`config.mk`:
```
export PLATFORM = sky130hd
export DESIGN_NAME = ucode_seq_flat
export DESIGN_NICKNAME = d
export VERILOG_FILES = /design/src/rtl/instr_decode_pkg.sv /design/src/rtl/ucode_seq_if.sv /design/src/rtl/ucode_seq.sv /design/src/flat_wrapper.sv
export SDC_FILE = /design/constraint.sdc
export NUM_CORES = 1
export LEC_CHECK = 0
export ABC_AREA = 1
export BUFFER_PORTS_ARGS = -buffer_cell sky130_fd_sc_hd__buf_2
export CORE_ASPECT_RATIO = 1.4
export CORE_UTILIZATION = 49
export DETAILED_ROUTE_END_ITERATION = 16
export GPL_ROUTABILITY_DRIVEN = 0
export PLACE_DENSITY = 0.81
export SETUP_SLACK_MARGIN = 0.02
export SYNTH_ARGS = -nofsm -noshare
export SYNTH_HDL_FRONTEND = slang
export SYNTH_SLANG_ARGS = --single-unit
```
`constraint.sdc`:
```
create_clock -name clk -period 6.6 [get_ports clk]
set_clock_uncertainty 0.15 [all_clocks]
set_input_delay 0.66 -clock clk [delete_from_list [all_inputs] [get_ports clk]]
set_output_delay 0.66 -clock clk [all_outputs]
set_load 0.05 [all_outputs]
```
`src/rtl/instr_decode_pkg.sv`:
```
// rtl/instr_decode_pkg.sv - decoded uop types and the micro-code expansion table
package instr_decode;

    typedef struct packed {
        logic [31:0] pc;
        logic [31:0] pc_nxt;
        logic [15:0] simid;
        logic [7:0]  opcode;
        logic [15:0] imm;
    } t_uinstr;

    typedef struct packed {
        logic valid;
    } t_nuke_pkt;

    typedef struct packed {
        t_uinstr step;
        logic    last;
    } t_uexp;

    // opcode[7] marks a multi-step uop whose length minus one is opcode[1:0];
    // each step keeps the parent's pc/pc_nxt/simid and offsets imm by its index.
    function automatic t_uexp f_ucode_expand(input t_uinstr uop, input logic [1:0] idx);
        t_uexp r;
        r.step = uop;
        r.last = 1'b1;
        if (uop.opcode[7]) begin
            r.step.imm = uop.imm + 16'(idx);
            r.last     = (idx == uop.opcode[1:0]);
        end
        return r;
    endfunction

endpackage

```
`src/rtl/ucode_seq_if.sv`:
```
// rtl/ucode_seq_if.sv - DE1 pop and UC1 output handshakes of the micro-code sequencer
interface ucode_seq_if #(parameter int SEQ_IDX_W = 2);
    import instr_decode::*;

    logic                 valid_de1;
    t_uinstr              uinstr_de1;
    logic                 ucode_ready_uc0;
    logic                 rename_ready_rn0;
    logic                 valid_uc1;
    t_uinstr              uinstr_uc1;
    logic [SEQ_IDX_W-1:0] useq_idx_uc1;
    logic                 useq_last_uc1;

    modport master (
        output valid_de1, uinstr_de1, rename_ready_rn0,
        input  ucode_ready_uc0, valid_uc1, uinstr_uc1, useq_idx_uc1, useq_last_uc1
    );

    modport slave (
        input  valid_de1, uinstr_de1, rename_ready_rn0,
        output ucode_ready_uc0, valid_uc1, uinstr_uc1, useq_idx_uc1, useq_last_uc1
    );

endinterface

```
`src/rtl/ucode_seq.sv`:
```
// rtl/ucode_seq.sv - UC0/UC1 micro-code sequencer: passes single-step uops, expands multi-step ones
module ucode_seq
    import instr_decode::*;
#(
    parameter int MAX_SEQ   = 4,
    parameter int SEQ_IDX_W = 2
) (
    input  logic           clk,
    input  logic           reset,
    input  t_nuke_pkt      nuke_rb1,
    ucode_seq_if.slave     bus
);

    typedef enum logic {IDLE, SEQ} t_state;

    t_state               state, state_nxt;
    logic [SEQ_IDX_W-1:0] cnt, cnt_nxt;
    t_uinstr              parent, parent_nxt;

    logic                 adv, nuke, step_last;
    logic [SEQ_IDX_W-1:0] exp_idx;
    t_uinstr              exp_src;
    t_uexp                exp_step;

    logic                 valid_nxt, last_nxt;
    t_uinstr              uinstr_nxt;
    logic [SEQ_IDX_W-1:0] idx_nxt;

    assign nuke = nuke_rb1.valid;
    assign adv  = ~bus.valid_uc1 | bus.rename_ready_rn0;
    assign bus.ucode_ready_uc0 = (state == IDLE) & adv & ~nuke & ~reset;

    // The step to emit comes from the incoming uop in IDLE, from the latched parent in SEQ.
    always_comb begin
        exp_idx   = (state == SEQ) ? cnt : '0;
        exp_src   = (state == SEQ) ? parent : bus.uinstr_de1;
        exp_step  = f_ucode_expand(exp_src, exp_idx);
        step_last = exp_step.last | (exp_idx == SEQ_IDX_W'(MAX_SEQ - 1));
    end

    always_comb begin
        state_nxt  = state;
        cnt_nxt    = cnt;
        parent_nxt = parent;
        valid_nxt  = bus.valid_uc1;
        uinstr_nxt = bus.uinstr_uc1;
        idx_nxt    = bus.useq_idx_uc1;
        last_nxt   = bus.useq_last_uc1;
        if (nuke) begin
            state_nxt = IDLE;
            cnt_nxt   = '0;
            valid_nxt = 1'b0;
        end else if (adv) begin
            valid_nxt = 1'b0;
            if (state == SEQ || bus.valid_de1) begin
                valid_nxt  = 1'b1;
                uinstr_nxt = exp_step.step;
                idx_nxt    = exp_idx;
                last_nxt   = step_last;
                if (step_last) begin
                    state_nxt = IDLE;
                    cnt_nxt   = '0;
                end else begin
                    state_nxt = SEQ;
                    cnt_nxt   = exp_idx + 1'b1;
                    if (state == IDLE) parent_nxt = bus.uinstr_de1;
                end
            end
        end
    end

    always_ff @(posedge clk or posedge reset) begin
        if (reset) begin
            state  <= IDLE;
            cnt    <= '0;
            parent <= '0;
        end else begin
            state  <= state_nxt;
            cnt    <= cnt_nxt;
            parent <= parent_nxt;
        end
    end

    always_ff @(posedge clk or posedge reset) begin
        if (reset) begin
            bus.valid_uc1     <= 1'b0;
            bus.uinstr_uc1    <= '0;
            bus.useq_idx_uc1  <= '0;
            bus.useq_last_uc1 <= 1'b0;
        end else begin
            bus.valid_uc1     <= valid_nxt;
            bus.uinstr_uc1    <= uinstr_nxt;
            bus.useq_idx_uc1  <= idx_nxt;
            bus.useq_last_uc1 <= last_nxt;
        end
    end

`ifndef SYNTHESIS
    int unsigned parent_cnt, uop_cnt;

    always_ff @(posedge clk or posedge reset) begin
        if (reset) begin
            parent_cnt <= 0;
            uop_cnt    <= 0;
        end else begin
            if (bus.valid_de1 & ~nuke) parent_cnt <= parent_cnt + 32'd1;
            if (bus.valid_uc1 & bus.rename_ready_rn0) uop_cnt <= uop_cnt + 32'd1;
        end
    end

    // Decode flushes in a nuke cycle, so a pop against a nuke is not a protocol error.
    a_pop_when_ready: assert property (@(posedge clk) disable iff (reset)
        (bus.valid_de1 & ~nuke) |-> bus.ucode_ready_uc0);

    a_stall_stable: assert property (@(posedge clk) disable iff (reset)
        (bus.valid_uc1 & ~bus.rename_ready_rn0 & ~nuke) |=>
        (bus.valid_uc1 & $stable(bus.uinstr_uc1) & $stable(bus.useq_idx_uc1) & $stable(bus.useq_last_uc1)));

    a_idx_step: assert property (@(posedge clk) disable iff (reset)
        (bus.valid_uc1 & bus.rename_ready_rn0 & ~bus.useq_last_uc1 & ~nuke) |=>
        (bus.valid_uc1 & (bus.useq_idx_uc1 == $past(bus.useq_idx_uc1) + 1'b1)));

    a_table_len: assert property (@(posedge clk) disable iff (reset)
        ((state == SEQ) & (cnt == SEQ_IDX_W'(MAX_SEQ - 1))) |-> exp_step.last);
`endif

endmodule

```
`src/flat_wrapper.sv`:
```
// flat-port wrapper written by rule: the top's interface ports become plain ports
module ucode_seq_flat import instr_decode::*;
#(
    parameter int MAX_SEQ   = 4,
    parameter int SEQ_IDX_W = 2
)
  (clk, reset, nuke_rb1, bus_valid_de1, bus_uinstr_de1, bus_rename_ready_rn0, bus_ucode_ready_uc0, bus_valid_uc1, bus_uinstr_uc1, bus_useq_idx_uc1, bus_useq_last_uc1);
  ucode_seq_if #(.SEQ_IDX_W(SEQ_IDX_W)) bus_i ();
  input  logic clk;
  input  logic reset;
  input  t_nuke_pkt nuke_rb1;
  input wire logic [$bits(bus_i.valid_de1)-1:0] bus_valid_de1;
  input wire logic [$bits(bus_i.uinstr_de1)-1:0] bus_uinstr_de1;
  input wire logic [$bits(bus_i.rename_ready_rn0)-1:0] bus_rename_ready_rn0;
  output wire logic [$bits(bus_i.ucode_ready_uc0)-1:0] bus_ucode_ready_uc0;
  output wire logic [$bits(bus_i.valid_uc1)-1:0] bus_valid_uc1;
  output wire logic [$bits(bus_i.uinstr_uc1)-1:0] bus_uinstr_uc1;
  output wire logic [$bits(bus_i.useq_idx_uc1)-1:0] bus_useq_idx_uc1;
  output wire logic [$bits(bus_i.useq_last_uc1)-1:0] bus_useq_last_uc1;
  assign bus_i.valid_de1 = bus_valid_de1;
  assign bus_i.uinstr_de1 = bus_uinstr_de1;
  assign bus_i.rename_ready_rn0 = bus_rename_ready_rn0;
  assign bus_ucode_ready_uc0 = bus_i.ucode_ready_uc0;
  assign bus_valid_uc1 = bus_i.valid_uc1;
  assign bus_uinstr_uc1 = bus_i.uinstr_uc1;
  assign bus_useq_idx_uc1 = bus_i.useq_idx_uc1;
  assign bus_useq_last_uc1 = bus_i.useq_last_uc1;
  ucode_seq #(.MAX_SEQ(MAX_SEQ), .SEQ_IDX_W(SEQ_IDX_W)) u_core (.clk(clk), .reset(reset), .nuke_rb1(nuke_rb1), .bus(bus_i));
endmodule
```
-- Word-level counts from Yosys, hierarchy flattened
Cells that the tools add are included.
Widths: inputs -> output; s select.
- shift-type cells: 0
- bitwise gates (word level): 10
- multipliers: 0
- $add $sub $neg: 2
- mux-type cells: 14
- equal/unequal tests: 2
- reduce and logical (&&, ||, !) cells: 6
- magnitude comparators: 0
- div/mod/pow operators: 0
- operator list (kind ; count):
    $mux 104 ; 1
    $mux 17 ; 1
    $add 16x2->16 ; 1
    $mux 2 ; 5
    $mux 1 ; 7
    $not 1->1 ; 5
    $reduce_and 4->1 ; 1
    $reduce_bool 2->1 ; 2
    $and 1x1->1 ; 3
    $reduce_and 3->1 ; 1
    $add 2x1->2 const B ; 1
    $eq 2x2->1 ; 1
    $eq 2x2->1 const B ; 1
    $or 1x1->1 ; 2
    $reduce_and 2->1 ; 1
    $logic_or 1x1->1 ; 1
- bits of input ports: 109
- register bits: 215
- bits in latches: 0
- memory bits (writable): 0
- logic and storage cells: 49
- output and inout port bits: 109
- ROM bits: 0
- memories kept: 0

-- Depth between registers and ports, before layout
Gate-level depths: netlist of the first run.
- depth after elaboration: 8
- depth in mapped cells: 17

-- Worst setup path after synthesis of the first run
Ideal clock, no wire load.
- path kind: reg2out
- start: register u_core.state
- end: output port bus_ucode_ready_uc0
- path slack: 3.257 ns
- cell stages (with the launch flop): 6
- arrival: 2.533 ns
- cells stage by stage: dfrtp_1 > buf_4 > buf_6 > buf_2 > buf_1 > nor4_1
- longest elaborated chain between the ends: 4
- RTL lines (item ; RTL line ; RTL):
    from (decl) ; ucode_seq.sv:16 ; t_state state, state_nxt;
    from (signal assigned) ; ucode_seq.sv:78 ; state <= state_nxt;
    $not 1->1 ; ucode_seq.sv:31 ; assign bus.ucode_ready_uc0 = (state == IDLE) & adv & ~nuke & ~reset;
    $and 1x1->1 (3 in a row) ; ucode_seq.sv:31 ;
    to (decl) ; flat_wrapper.sv:15 ; output wire logic [$bits(bus_i.ucode_ready_uc0)-1:0] bus_ucode_ready_uc0;
Every way passes these cells.

-- Worst setup path in the final report of the first run
- start: register u_core.state
- end: register, netlist name u_core.bus.uinstr_uc1[1]
- longest elaborated chain between the ends: 3
- elaborated cells on any way between the ends: 6
- classes of those cells: add/sub: 1; mux: 3; reduce/logical: 2
- RTL lines (item ; RTL line ; RTL):
    $mux 104 or $mux 2 (tied branches) ; - ;
    $add 16x2->16 ; instr_decode_pkg.sv:28 ; r.step.imm = uop.imm + 16'(idx);
    $mux 17 ; instr_decode_pkg.sv:27 ; if (uop.opcode[7]) begin
Several ways; a longest one is shown, not always the timed one.
A chain may end at the register's enable or synchronous reset.

==> results_dict.tcl, run 1 <==
set metrics [dict create \
    grt_pass1_wl_um 41170 \
    drt_iter0_markers 672 \
    maxSlewHeadroom 0.1315 \
    post_cts_resized 0 \
    hpwl_um 16420 \
    place_ws_ps 2877 \
    setup_viol 0 \
    rsz0062_at_grt "false" \
    seq_area_frac_synth 0.5344 \
    area_growth_syn_to_layout_pct 17.42 \
    setup_tns_ps 0 \
    vias_per_cell 5.159 \
    synth_cell_type_count 27 \
    cp-end-kind "register" \
    synth_nets 1456 \
    wl_met1_um 10500 \
    n_antenna_cell 0 \
    grt_pass1_vias 8620 \
    cts-htree-levels 1 \
    slew_viol_final 0 \
    wl_met3_um 1324 \
    crit_path_start_kind "register" \
    grtUsageTotal 0.2424 \
    cts_tree "done" \
    gr-total-overflow 0 \
    reg2reg_depth 9 \
    core_area_um2 20000 \
    whs_ps 39.64 \
    nFillCells 1855 \
    synthArstFlopShare 1.000 \
    initial_core_util 0.5035 \
    drive_above_1_share 0.1801 \
    ys_ff_latch 215 \
    die_h_um 171.6 \
    cts.clk_slew.worst_paths_ps 60 \
    io_buffer_count 217 \
    top_level_ports 218 \
    synthesis.area_um2 10070 \
    required_ps 6870 \
    clockBufferDepth 3 \
    grt_antenna_before_repair 0 \
    finalNonFillerCells 1779 \
    ir_worst_vdd_uv 207.8 \
    drtPass1Iterations 5 \
    tightest_slew_ps 1303 \
    criticalPathCategory "register to register" \
    die_w_um 123.2 \
    post_cts_buffers 0 \
    grt_max_degree 123 \
    rows 61 \
    outcome "finished clean" \
    fin_crit_ps 3745 \
    top_layer "met4" \
    cts.sinks 215 \
    vias 9177 \
    fin_total_pwr_mw 4.249 \
    die-area_um2 21130 \
    ant_nets 0 \
    drc 0 \
    max_freq_mhz 267.0 \
    dp_cells 1745 \
    insertion_delay_ps 480 \
    drv_cap 0 \
    layout.nets 1629 \
    final-hold-violation-count 0 \
    holdBufCountCts 0 \
    synth_ff_type "dfrtp_1" \
    met2_length_um 13030 \
    routed_wl_um 25730 \
    ys_warn_count 0 \
    netlist_instances 1343 \
    critPathMaxFanout 80 \
    clockRootBuffer "clkbuf_16" \
    wire_per_inst_um 14.46 \
    timing.final.crit_share 0.5674 \
    rrSetupSlack_ps 2860 \
    arrival_ps 4010 \
    synth-edff-count 0 \
    cts_buffers 21 \
    p_per_area_nw_per_um2 359.4 \
    syn_avg_cell_area_um2 7.497 \
    hp-class "primary input to async pin" \
    setup_ws_ps 2855 \
    p_leak_nw 6.856 \
]
layer usage:
metal	GRT usage	vias to the layer above
met2	0.4180	337
met3	0.02255	61
met4	0.09743	0
li1	-	4493
met5	0	-
met1	0.3107	4286
worst max-delay path: stages, from the launching register on:
cell	delay [ps]
dfrtp_4	410
buf_4	670
or2_1	210
nand2_1	100
nor2_4	680
clkinv_2	610
buf_4	450
a21oi_1	170
o21ai_1	80
nand2_1	80
state kept, by name, indices dropped and copies added, names as in the netlist:
name / flops
u_core.bus.uinstr_uc1: 104
u_core.parent: 104
u_core.bus.useq_idx_uc1: 2
u_core.cnt: 2
u_core.bus.useq_last_uc1: 1
u_core.bus.valid_uc1: 1
u_core.state: 1
logic make-up after synthesis:
kind of cell	count (synthesis)	synth area share
AND/OR/NAND/NOR	962	0.3775
AO/OA/AOI/OAI	49	0.02622
adder cells (fa/ha/maj)	4	0.005717
flip-flops	215	0.5344
buffers and inverters	112	0.05455
XOR/XNOR	1	0.001616
final cells by class:
type                    count  area, um^2  share of cell area
flip-flops and latches    215        5384              0.4554
multi-input cells        1016        4144              0.3505
repair buffers            229        1189              0.1005
clock buffers              29       585.6             0.04953
well taps                 252       315.3             0.02667
inverters                  33       130.1             0.01101
clock inverters             5       75.07            0.006350
where the power goes:
part | internal, mW | total, mW | switching [mW]
registers | 1.66 | 1.85 | 0.192
clock network | 0.694 | 1.18 | 0.490
logic | 0.301 | 1.22 | 0.917
cells in the mapped netlist (2+ instances only):
cell type | number | area share
nand2_1 | 814 | 0.30
clkbuf_1 | 28 | 0.010
or2_2 | 4 | 0.0025
ha_1 | 3 | 0.0037
inv_2 | 2 | 0.00075
nor2_1 | 19 | 0.0071
a21oi_1 | 3 | 0.0015
o21ai_0 | 14 | 0.0070
nor2_4 | 2 | 0.0022
buf_1 | 7 | 0.0026
inv_1 | 31 | 0.012
buf_6 | 11 | 0.012
buf_2 | 31 | 0.015
nor2_2 | 2 | 0.0012
nand4_1 | 3 | 0.0019
nand3_1 | 113 | 0.056
dfrtp_1 | 215 | 0.53
nand2_2 | 2 | 0.0012
o21ai_1 | 30 | 0.015
buf_4 | 2 | 0.0015
worst paths after layout:
kind,start,end
max,u_core.state,u_core.bus.uinstr_uc1[1]
min,reset,u_core.bus.uinstr_uc1[51]
max reg2reg,u_core.state,u_core.bus.uinstr_uc1[1]
min reg2reg,u_core.bus.uinstr_uc1[16],u_core.bus.uinstr_uc1[16]
max in group asynchronous,reset,u_core.bus.uinstr_uc1[86]
min in group clk,u_core.bus.uinstr_uc1[16],u_core.bus.uinstr_uc1[16]
stage by stage:
| step | utilization | cell area, um^2 |
|---|---|---|
| floorplan | - | 10070 |
| global placement | 0.5582 | 11160 |
| detailed placement | 0.5582 | 11160 |
| CTS | 0.5912 | 11820 |
| global route | 0.5912 | 11820 |
| finish | 0.5912 | 11820 |
placed cells by master, fill, tap and decap left out, types with 3 or more instances in the layout:
cell type / n
nand4_1: 3
o21ai_1: 30
o21ai_0: 14
a21oi_1: 3
clkbuf_1: 5
or2_2: 4
buf_4: 11
nor2_1: 19
clkbuf_8: 3
nand3_1: 113
ha_1: 3
clkinv_2: 5
buf_2: 217
dfrtp_1: 214
nand2_1: 814
inv_1: 29
clkbuf_16: 21
Note: power is estimated with default switching activity, not from simulation.
==> run 2, diff against run 1 <==
Clock period 6.6 ns to 3.2 ns, I/O delays scaled along.
==> run 2 against run 1 <==
Compared with the run above:
- core utilization is 3.3 points higher
- combinational power grew 110%
- setup slack lost 2500 ps
- critical endpoint is now u_core.bus.uinstr_uc1[9]
- critical path type unchanged
- die area did not move
- largest power group unchanged
==> results_dict.tcl, run 2 (same netlist as run 1, synthesis figures left out) <==
set metrics [dict create \
    post_cts_buffers 0 \
    whs_ps 10.89 \
    required_ps 3440 \
    grt_antenna_before_repair 0 \
    holdBufCountCts 46 \
    outcome "finished clean" \
    timing.final.crit_share 0.8794 \
    layout_common_cells "nand2_1 (814), buf_2 (217), dfrtp_1 (214), nand3_1 (113), dlygate4sd3_1 (46)" \
    ir_worst_vdd_uv 457.7 \
    die-area_um2 21130 \
    post_cts_resized 0 \
    cp-end-kind "register" \
    cts.sinks 215 \
    ant_nets 0 \
    layout.nets 1683 \
    gr-total-overflow 0 \
    rows 61 \
    insertion_delay_ps 500 \
    final-hold-violation-count 0 \
    drt_iter0_markers 726 \
    max_freq_mhz 355.4 \
    mostFrequentLayoutCell "nand2_1" \
    drv_cap 0 \
    largest_registers "u_core.bus.uinstr_uc1 x104, u_core.parent x104" \
    vias 9607 \
    final_core_util 0.6246 \
    cts_tree "done" \
    slew_viol_final 0 \
    wire_per_inst_um 14.53 \
    cts.clk_slew.worst_paths_ps 60 \
    drc 0 \
    setup_tns_ps 0 \
    grtUsageTotal 0.2543 \
    tightest_slew_ps 703.8 \
    fin_total_pwr_mw 9.001 \
    die_h_um 171.6 \
    area_growth_syn_to_layout_pct 24.05 \
    io_buffer_count 217 \
    initial_core_util 0.5035 \
    setup_viol 0 \
    arrival_ps 3050 \
    grt_pass1_wl_um 43600 \
    drtPass1Iterations 6 \
    cts_buffers 22 \
    p_leak_nw 7.144 \
    critPathMaxFanout 26 \
    criticalPathCategory "register to register" \
    hp-class "primary input to register" \
    clockRootBuffer "clkbuf_16" \
    rsz0062_at_grt "false" \
    fin_crit_ps 2814 \
    drive_above_1_share 0.1817 \
    cts-htree-levels 1 \
    maxSlewHeadroom 0.5298 \
    grt_pass1_vias 9349 \
    die_w_um 123.2 \
    top_level_ports 218 \
    crit_path_start_kind "register" \
    clockBufferDepth 3 \
    core_area_um2 20000 \
    hpwl_um 16590 \
    routed_wl_um 26700 \
    grt_max_degree 90 \
    vias_per_cell 5.227 \
    p_per_area_nw_per_um2 720.6 \
]
run 2: changes by cell type in the layout (fill, tap and decap cells not counted):
cell,before,now
diode_2,0,1
clkinv_4,0,1
clkbuf_16,21,23
buf_4,11,12
buf_12,1,7
bufinv_16,2,1
dlygate4sd3_1,0,46
clkbuf_8,3,6
clkbuf_1,5,4
clkinvlp_4,1,3
clkinv_2,5,4
run 2: critical path, stage by stage (launching register included):
cell and delay [ps]:
dfrtp_4 590, clkinv_2 190, or2_2 310, o21ai_1 180, inv_1 100, ha_1 280, nand2_1 50, nand2_1 50
nand2_1 80, nor3_1 430, nand3_1 120, nand3_1 110, nand2_1 50
run 2: cell type report:
class                   instances  area (um^2)
diodes                          1        2.502
clock buffers                  33        673.1
repair buffers                282         1777
flip-flops and latches        215         5384
multi-input cells            1016         4144
clock inverters                 6        63.81
fillers                      1685         7507
well taps                     252        315.3
inverters                      33        130.1
run 2: path summary, 6_finish.rpt:
path	startpoint	end	slack (ps)	cells past startpoint
hold / removal	bus_uinstr_de1[69]	u_core.bus.uinstr_uc1[69]	10	5
setup reg to reg	u_core.state	u_core.bus.uinstr_uc1[9]	390	12
setup / recovery	u_core.state	u_core.bus.uinstr_uc1[9]	390	12
max in group asynchronous	reset	u_core.bus.uinstr_uc1[65]	1770	4
hold reg to reg	u_core.bus.uinstr_uc1[40]	u_core.bus.uinstr_uc1[40]	310	2
min in group asynchronous	reset	u_core.bus.useq_last_uc1	340	3
run 2: metal layers:
| layer | up-vias | track usage | wire length, um |
|---|---|---|---|
| met5 | - | 0 | 0 |
| li1 | 4602 | - | - |
| met3 | 56 | 0.03481 | 1727 |
| met2 | 391 | 0.4462 | 13820 |
| met4 | 0 | 0.09377 | 700 |
| met1 | 4558 | 0.3151 | 10450 |
run 2: stage by stage:
stage,instances,setup WS [ps],area [um^2]
global route,1837,99.64,12490
CTS,1837,399.1,12490
global placement,1752,490.6,11290
finish,1838,386.1,12490
detailed placement,1752,432.7,11290
floorplan,1343,-68.14,10070
run 2: power by group:
part | total [mW] | switching, mW | internal, mW
sequential | 3.82 | 0.402 | 3.42
clock | 2.59 | 1.06 | 1.53
combinational | 2.59 | 1.91 | 0.678
total | 9.00 | 3.37 | 5.63
